`src/rtl/if_fetch_unit_if.sv`:
```
// IF-stage bundle: hazard/redirect inputs, instruction-memory handshake and IF/ID latch outputs.
// master = fetch unit side, slave = pipeline/memory environment side.
interface if_fetch_unit_if #(
   parameter int IMEM_AW = 8
);
   logic               stall;
   logic               pcsrc;
   logic [31:0]        branch_target;
   logic               imem_req;
   logic [IMEM_AW-1:0] imem_addr;
   logic               imem_ready;
   logic [31:0]        imem_rdata;
   logic [31:0]        pc;
   logic [31:0]        if_id_npc;
   logic [31:0]        if_id_instr;
   logic               if_id_valid;

   modport master (
      input  stall, pcsrc, branch_target, imem_ready, imem_rdata,
      output imem_req, imem_addr, pc, if_id_npc, if_id_instr, if_id_valid
   );

   modport slave (
      output stall, pcsrc, branch_target, imem_ready, imem_rdata,
      input  imem_req, imem_addr, pc, if_id_npc, if_id_instr, if_id_valid
   );
endinterface

```
`src/rtl/if_fetch_unit.sv`:
```
// MIPS IF stage: owns PC, drives a req/ready imem port, fills IF/ID; 1 cycle per fetch plus memory waits.
// A stall parks a returned word in HOLD; a redirect during a pending request drains it in DRAIN.
module if_fetch_unit #(
   parameter logic [31:0] RESET_PC = 32'h0000_0000,
   parameter int          IMEM_AW  = 8
) (
   input logic           clk,
   input logic           rst,
   if_fetch_unit_if.master bus
);

   typedef enum logic [1:0] {
      S_FETCH = 2'd0,
      S_HOLD  = 2'd1,
      S_DRAIN = 2'd2
   } state_t;

   state_t             r_state;
   state_t             w_state_n;
   logic [31:0]        r_pc;
   logic [31:0]        w_pc_n;
   logic [31:0]        r_hold_instr;
   logic [31:0]        w_hold_instr_n;
   logic [IMEM_AW-1:0] r_drain_addr;
   logic [IMEM_AW-1:0] w_drain_addr_n;
   logic [31:0]        r_npc;
   logic [31:0]        w_npc_n;
   logic [31:0]        r_instr;
   logic [31:0]        w_instr_n;
   logic               r_valid;
   logic               w_valid_n;

   logic [31:0]        w_pc_plus4;
   logic [IMEM_AW-1:0] w_pc_word;

   assign w_pc_plus4 = r_pc + 32'd4;
   assign w_pc_word  = r_pc[IMEM_AW+1:2];

   // Request side depends only on state/registers (and reset), never on ready/stall/pcsrc.
   assign bus.imem_req    = rst && (r_state != S_HOLD);
   assign bus.imem_addr   = (r_state == S_DRAIN) ? r_drain_addr : w_pc_word;
   assign bus.pc          = r_pc;
   assign bus.if_id_npc   = r_npc;
   assign bus.if_id_instr = r_instr;
   assign bus.if_id_valid = r_valid;

   always_comb begin
      w_state_n      = r_state;
      w_pc_n         = r_pc;
      w_hold_instr_n = r_hold_instr;
      w_drain_addr_n = r_drain_addr;
      w_npc_n        = r_npc;
      w_instr_n      = r_instr;
      w_valid_n      = r_valid;

      case (r_state)
         S_FETCH: begin
            if (bus.pcsrc) begin
               w_pc_n    = bus.branch_target;
               w_npc_n   = 32'h0;
               w_instr_n = 32'h0;
               w_valid_n = 1'b0;
               if (!bus.imem_ready) begin
                  w_drain_addr_n = w_pc_word;
                  w_state_n      = S_DRAIN;
               end
            end else if (bus.imem_ready) begin
               w_pc_n = w_pc_plus4;
               if (bus.stall) begin
                  w_hold_instr_n = bus.imem_rdata;
                  w_state_n      = S_HOLD;
               end else begin
                  w_npc_n   = w_pc_plus4;
                  w_instr_n = bus.imem_rdata;
                  w_valid_n = 1'b1;
               end
            end else if (!bus.stall) begin
               w_npc_n   = 32'h0;
               w_instr_n = 32'h0;
               w_valid_n = 1'b0;
            end
         end

         S_HOLD: begin
            if (bus.pcsrc) begin
               w_pc_n    = bus.branch_target;
               w_npc_n   = 32'h0;
               w_instr_n = 32'h0;
               w_valid_n = 1'b0;
               w_state_n = S_FETCH;
            end else if (!bus.stall) begin
               // PC was already advanced when the word was parked, so it is this word's npc.
               w_npc_n   = r_pc;
               w_instr_n = r_hold_instr;
               w_valid_n = 1'b1;
               w_state_n = S_FETCH;
            end
         end

         S_DRAIN: begin
            if (bus.imem_ready) begin
               w_state_n = S_FETCH;
            end
            if (bus.pcsrc) begin
               w_pc_n    = bus.branch_target;
               w_npc_n   = 32'h0;
               w_instr_n = 32'h0;
               w_valid_n = 1'b0;
            end else if (!bus.stall) begin
               w_npc_n   = 32'h0;
               w_instr_n = 32'h0;
               w_valid_n = 1'b0;
            end
         end

         default: begin
            w_state_n = S_FETCH;
         end
      endcase
   end

   always_ff @(posedge clk) begin
      if (!rst) begin
         r_state      <= S_FETCH;
         r_pc         <= RESET_PC;
         r_hold_instr <= 32'h0;
         r_drain_addr <= '0;
         r_npc        <= 32'h0;
         r_instr      <= 32'h0;
         r_valid      <= 1'b0;
      end else begin
         r_state      <= w_state_n;
         r_pc         <= w_pc_n;
         r_hold_instr <= w_hold_instr_n;
         r_drain_addr <= w_drain_addr_n;
         r_npc        <= w_npc_n;
         r_instr      <= w_instr_n;
         r_valid      <= w_valid_n;
      end
   end

endmodule
```
`src/flat_wrapper.sv`:
```
// flat-port wrapper written by rule: the top's interface ports become plain ports
module if_fetch_unit_flat 
#(
   parameter logic [31:0] RESET_PC = 32'h0000_0000,
   parameter int          IMEM_AW  = 8
)
  (clk, rst, bus_stall, bus_pcsrc, bus_branch_target, bus_imem_ready, bus_imem_rdata, bus_imem_req, bus_imem_addr, bus_pc, bus_if_id_npc, bus_if_id_instr, bus_if_id_valid);
  if_fetch_unit_if #(.IMEM_AW(IMEM_AW)) bus_i ();
  input logic clk;
  input logic rst;
  input wire logic [$bits(bus_i.stall)-1:0] bus_stall;
  input wire logic [$bits(bus_i.pcsrc)-1:0] bus_pcsrc;
  input wire logic [$bits(bus_i.branch_target)-1:0] bus_branch_target;
  input wire logic [$bits(bus_i.imem_ready)-1:0] bus_imem_ready;
  input wire logic [$bits(bus_i.imem_rdata)-1:0] bus_imem_rdata;
  output wire logic [$bits(bus_i.imem_req)-1:0] bus_imem_req;
  output wire logic [$bits(bus_i.imem_addr)-1:0] bus_imem_addr;
  output wire logic [$bits(bus_i.pc)-1:0] bus_pc;
  output wire logic [$bits(bus_i.if_id_npc)-1:0] bus_if_id_npc;
  output wire logic [$bits(bus_i.if_id_instr)-1:0] bus_if_id_instr;
  output wire logic [$bits(bus_i.if_id_valid)-1:0] bus_if_id_valid;
  assign bus_i.stall = bus_stall;
  assign bus_i.pcsrc = bus_pcsrc;
  assign bus_i.branch_target = bus_branch_target;
  assign bus_i.imem_ready = bus_imem_ready;
  assign bus_i.imem_rdata = bus_imem_rdata;
  assign bus_imem_req = bus_i.imem_req;
  assign bus_imem_addr = bus_i.imem_addr;
  assign bus_pc = bus_i.pc;
  assign bus_if_id_npc = bus_i.if_id_npc;
  assign bus_if_id_instr = bus_i.if_id_instr;
  assign bus_if_id_valid = bus_i.if_id_valid;
  if_fetch_unit #(.RESET_PC(RESET_PC), .IMEM_AW(IMEM_AW)) u_core (.clk(clk), .rst(rst), .bus(bus_i));
endmodule
```
`config.mk`:
```
export PLATFORM = sky130hd
export DESIGN_NAME = if_fetch_unit_flat
export DESIGN_NICKNAME = d
export VERILOG_FILES = /design/src/rtl/if_fetch_unit_if.sv /design/src/rtl/if_fetch_unit.sv /design/src/flat_wrapper.sv
export SDC_FILE = /design/constraint.sdc
export NUM_CORES = 1
export LEC_CHECK = 0
export ABC_AREA = 1
export CAP_MARGIN = 20
export CORE_UTILIZATION = 65
export DETAILED_ROUTE_END_ITERATION = 16
export DONT_BUFFER_PORTS = 1
export MAX_ROUTING_LAYER = met4
export PLACE_DENSITY_LB_ADDON = 0.25
export SLEW_MARGIN = 20
export SYNTH_ARGS = -nofsm -noshare
export SYNTH_HDL_FRONTEND = slang
export SYNTH_SLANG_ARGS = --single-unit
```
`constraint.sdc`:
```
create_clock -name clk -period 2.9 [get_ports clk]
set_clock_uncertainty 0.15 [all_clocks]
set_input_delay 0.58 -clock clk [delete_from_list [all_inputs] [get_ports clk]]
set_output_delay 0.58 -clock clk [all_outputs]
set_load 0.005 [all_outputs]
```
==> summary.txt <==
Outcome
  – Status: complete, no violations

Global routing
  – Pin count of the biggest net entering global routing: between 90 and 100
  – GRT Total Usage: 37.3%
  – Vias in the first global route: 6634
  – Initial antenna violation count: 0
  – GR Overflow Total: 0
  – First-pass GRT wire length: 33000 µm

Synth
  – Post-synthesis mux area share: 0%
  – Mapped Cells: 1114
  – Top post-synthesis cells by area: dfxtp_1, nand2_1, a21oi_1
  – Share of the synthesized area in the top cell type: a little under two fifths
  – Xor and xnor fraction of the mapped netlist area: 0.836%
  – Post-Synth Adder-Cell Area: 0.853%
  – Distinct cells, synth: 36
  – Simple-gate share of the synthesized area: 24.3%
  – Leading area contributor after synthesis: dfxtp_1
  – Largest family of logic cells by synthesized area: compound AO/OA/AOI/OAI gates
  – Synthesized area: 0.00734 mm²
  – Syn avg cell area: approximately 6.6 µm²
  – Post-Syn Nets: 1188
  – Flops & latches, synth: 139
  – Yosys warnings: 0
  – Synth Area in Compound Gates: 26.1%
  – Sequential area share after synthesis: 37.9%

Pwr
  – Sw power: 2.14 mW
  – Reg power frac: 40.8%
  – Clock Power Share: a little over a third
  – Power Total: around 6.1 mW
  – Leak: 2.87 nW
  – Internal cell power: 4.01 mW
  – Pwr dens: 784 mW/mm²
  – Gate power share: 23.7%
  – Switching Fraction: a little over a third
  – Worst vdd ir: about 0.7 mV

Drt
  – Wire per inst: 16.9 µm
  – Drt via density: 5.98
  – DRT Pass-1 Iters: 6
  – Antenna-violating nets left: 0
  – Routed via count: 7352
  – Routed WL: about 21000 µm
  – Iter 0 DRT Violations: 862
  – DRC violations left: 0

Floorplanning
  – Placeable core area: 0.0109 mm²
  – Die Ht: 108 µm
  – Die area: between 0.01 and 0.015 mm²
  – Row count: 38
  – Starting Density: between 60% and 70%
  – Die width: 108 µm
  – Ports: approximately 180

CTS
  – CTS root buffer: clkbuf_16
  – Post-CTS resize count: 0
  – H-tree levels: 4
  – Clock transition at the registers of the reported paths: around 0.060 ns
  – CTS tree: done
  – Hold Buf Count CTS: 0
  – CTS Sinks: 139
  – Inserted Clock Buffers: 17
  – Clock latency on the worst-skew pair: about 0.41 ns
  – Postcts setup bufs: 0
  – Clock Path Buffers: 2

Setup path
  – Worst Path Required: 3.10 ns
  – Critical Path Start Type: flop
  – Setup crit start: u_core.r_state[0]
  – Setup CP Type: flop to flop
  – Worst path arrival time: 2.81 ns
  – Worst reg2reg endpoint: u_core.bus.if_id_npc[23]
  – Reg2Reg Setup Slack: 0.29 ns
  – Worst reg2reg path depth: 10
  – Reg2reg start: u_core.r_state[0]
  – Critical path fanouts, max: 46
  – Critical path capture point type: flop
  – Worst Setup EP: u_core.bus.if_id_npc[23]

Place
  – Port-buffer cells: 0
  – Cell Area, Placed: between 0.007 and 0.008 mm²
  – HPWL Detailed: 13600 µm
  – RD Place Congestion: 0.965

Cells and area
  – Diode count: 0
  – Area Growth Syn to Fin: 6.89%
  – Fin area: 0.00784 mm²
  – Layout Nets: 1151
  – Most frequent cells in the layout: nand2_1, a21oi_1, dfxtp_1
  – Share of layout cells above drive strength 1: under 10%
  – Commonest non-fill, non-tap cell in the layout: nand2_1

Timing
  – # setup viols final: 0
  – Setup TNS: 0 ns
  – Worst slew pin tran: 0.554 ns
  – Fin crit share: 90.1%
  – RSZ-0062 raised after global routing: no
  – Max-slew violations: 0
  – Final hold violations: 0
  – Minimum clock period: 2.61 ns
  – Fmax: about 0.38 GHz
  – Relative slew slack: 63.1%

Hold path
  – Min-Delay Path Class: primary input to flop
  – Hold path depth: 2

Flow run
  – Max-Cap Viols: 0
sequential cells by signal, summed over array words and instances, names as in the netlist:
| name | count |
|---|---|
| u_core.r_hold_instr | 32 |
| u_core.r_drain_addr | 8 |
| u_core.r_state | 2 |
| u_core.bus.if_id_instr | 32 |
| u_core.bus.if_id_npc | 32 |
| u_core.bus.pc | 32 |
| u_core.bus.if_id_valid | 1 |
power groups by stage:
| stage | sequential, mW | clock [mW] | combinational, mW |
|---|---|---|---|
| 2_1_floorplan | 2.42 | 0 | 1.19 |
| 4_1_cts | 2.50 | 2.19 | 1.43 |
| 3_5_place_dp | 2.53 | 0 | 1.42 |
| 5_1_grt | 2.54 | 2.28 | 1.63 |
| 6_report | 2.51 | 2.18 | 1.46 |
| 3_3_place_gp | 2.53 | 0 | 1.39 |
metrics by stage:
| step | instances | util [%] | worst slack [ns] | hold slack (ns) |
|---|---|---|---|---|
| CTS | 1229 | 71.7 | 0.316 | 0.148 |
| detailed placement | 1198 | 66.2 | 0.333 | 0.287 |
| floorplan | 1114 | - | 0.916 | 0.275 |
| global route | 1229 | 71.7 | 0.0746 | 0.131 |
| finish | 1229 | 71.7 | 0.287 | 0.157 |
| global placement | 1198 | 66.2 | 0.407 | 0.281 |
critical path, stage by stage (launching register included):
cell and delay [ns]:
dfxtp_1 0.38, inv_1 0.08, ha_1 0.59, inv_4 0.11
nor2_8 0.26, nand2_2 0.10, o21ai_2 0.06, nand2_1 0.09
nand2_4 0.39, a21oi_1 0.14, a21oi_1 0.16
synthesized netlist by cell type (all sizes together):
master and instances:
nand2 320, a21oi 185, o21ai 148, dfxtp 139, inv 90, nor2 69, nand3 42, buf 37
clkbuf 31, o22ai 19, xor2 7, ha 5, o21bai 4, o221ai 4, a211oi 3, a31oi 3
clkinv 2, nand3b 2, nand4 1, nor3 1, o211ai 1, or2 1
routing by layer:
metal	vias to the layer above	share of wire [%]	track usage [%]
met5	-	0	-
met4	0	1.5	10.9
met3	28	12	14.0
met2	402	44	55.3
met1	3315	42	47.0
li1	3607	-	-
cells by family (layout without fill, tap and decap cells):
group | Yosys count | in the layout
AND/OR/NAND/NOR | 436 | 436
XOR/XNOR | 7 | 7
buffers and inverters | 160 | 135
flip-flops | 139 | 139
adder cells (fa/ha/maj) | 5 | 5
AO/OA/AOI/OAI | 367 | 367
final cells by class:
cell class | instances | area (µm²)
multi-input combinational | 815 | 3820
clock buffer | 25 | 515
inverter | 92 | 348
fill | 964 | 3090
clock inverter | 6 | 83.8
timing repair buffer | 12 | 115
sequential | 139 | 2780
tap | 140 | 175
how the worst min path moves through the flow:
| stage | slack [ns] | start | end |
|---|---|---|---|
| 3_5_place_dp | 0.29 | u_core.r_hold_instr[28] | u_core.r_hold_instr[28] |
| 6_report | 0.16 | rst | u_core.r_hold_instr[4] |
| 2_1_floorplan | 0.27 | u_core.r_hold_instr[0] | u_core.r_hold_instr[0] |
| 5_1_grt | 0.13 | rst | u_core.bus.pc[26] |
| 3_3_place_gp | 0.28 | u_core.r_hold_instr[15] | u_core.r_hold_instr[15] |
| 4_1_cts | 0.15 | rst | u_core.bus.pc[20] |
Note: power is estimated with default switching activity, not from simulation.
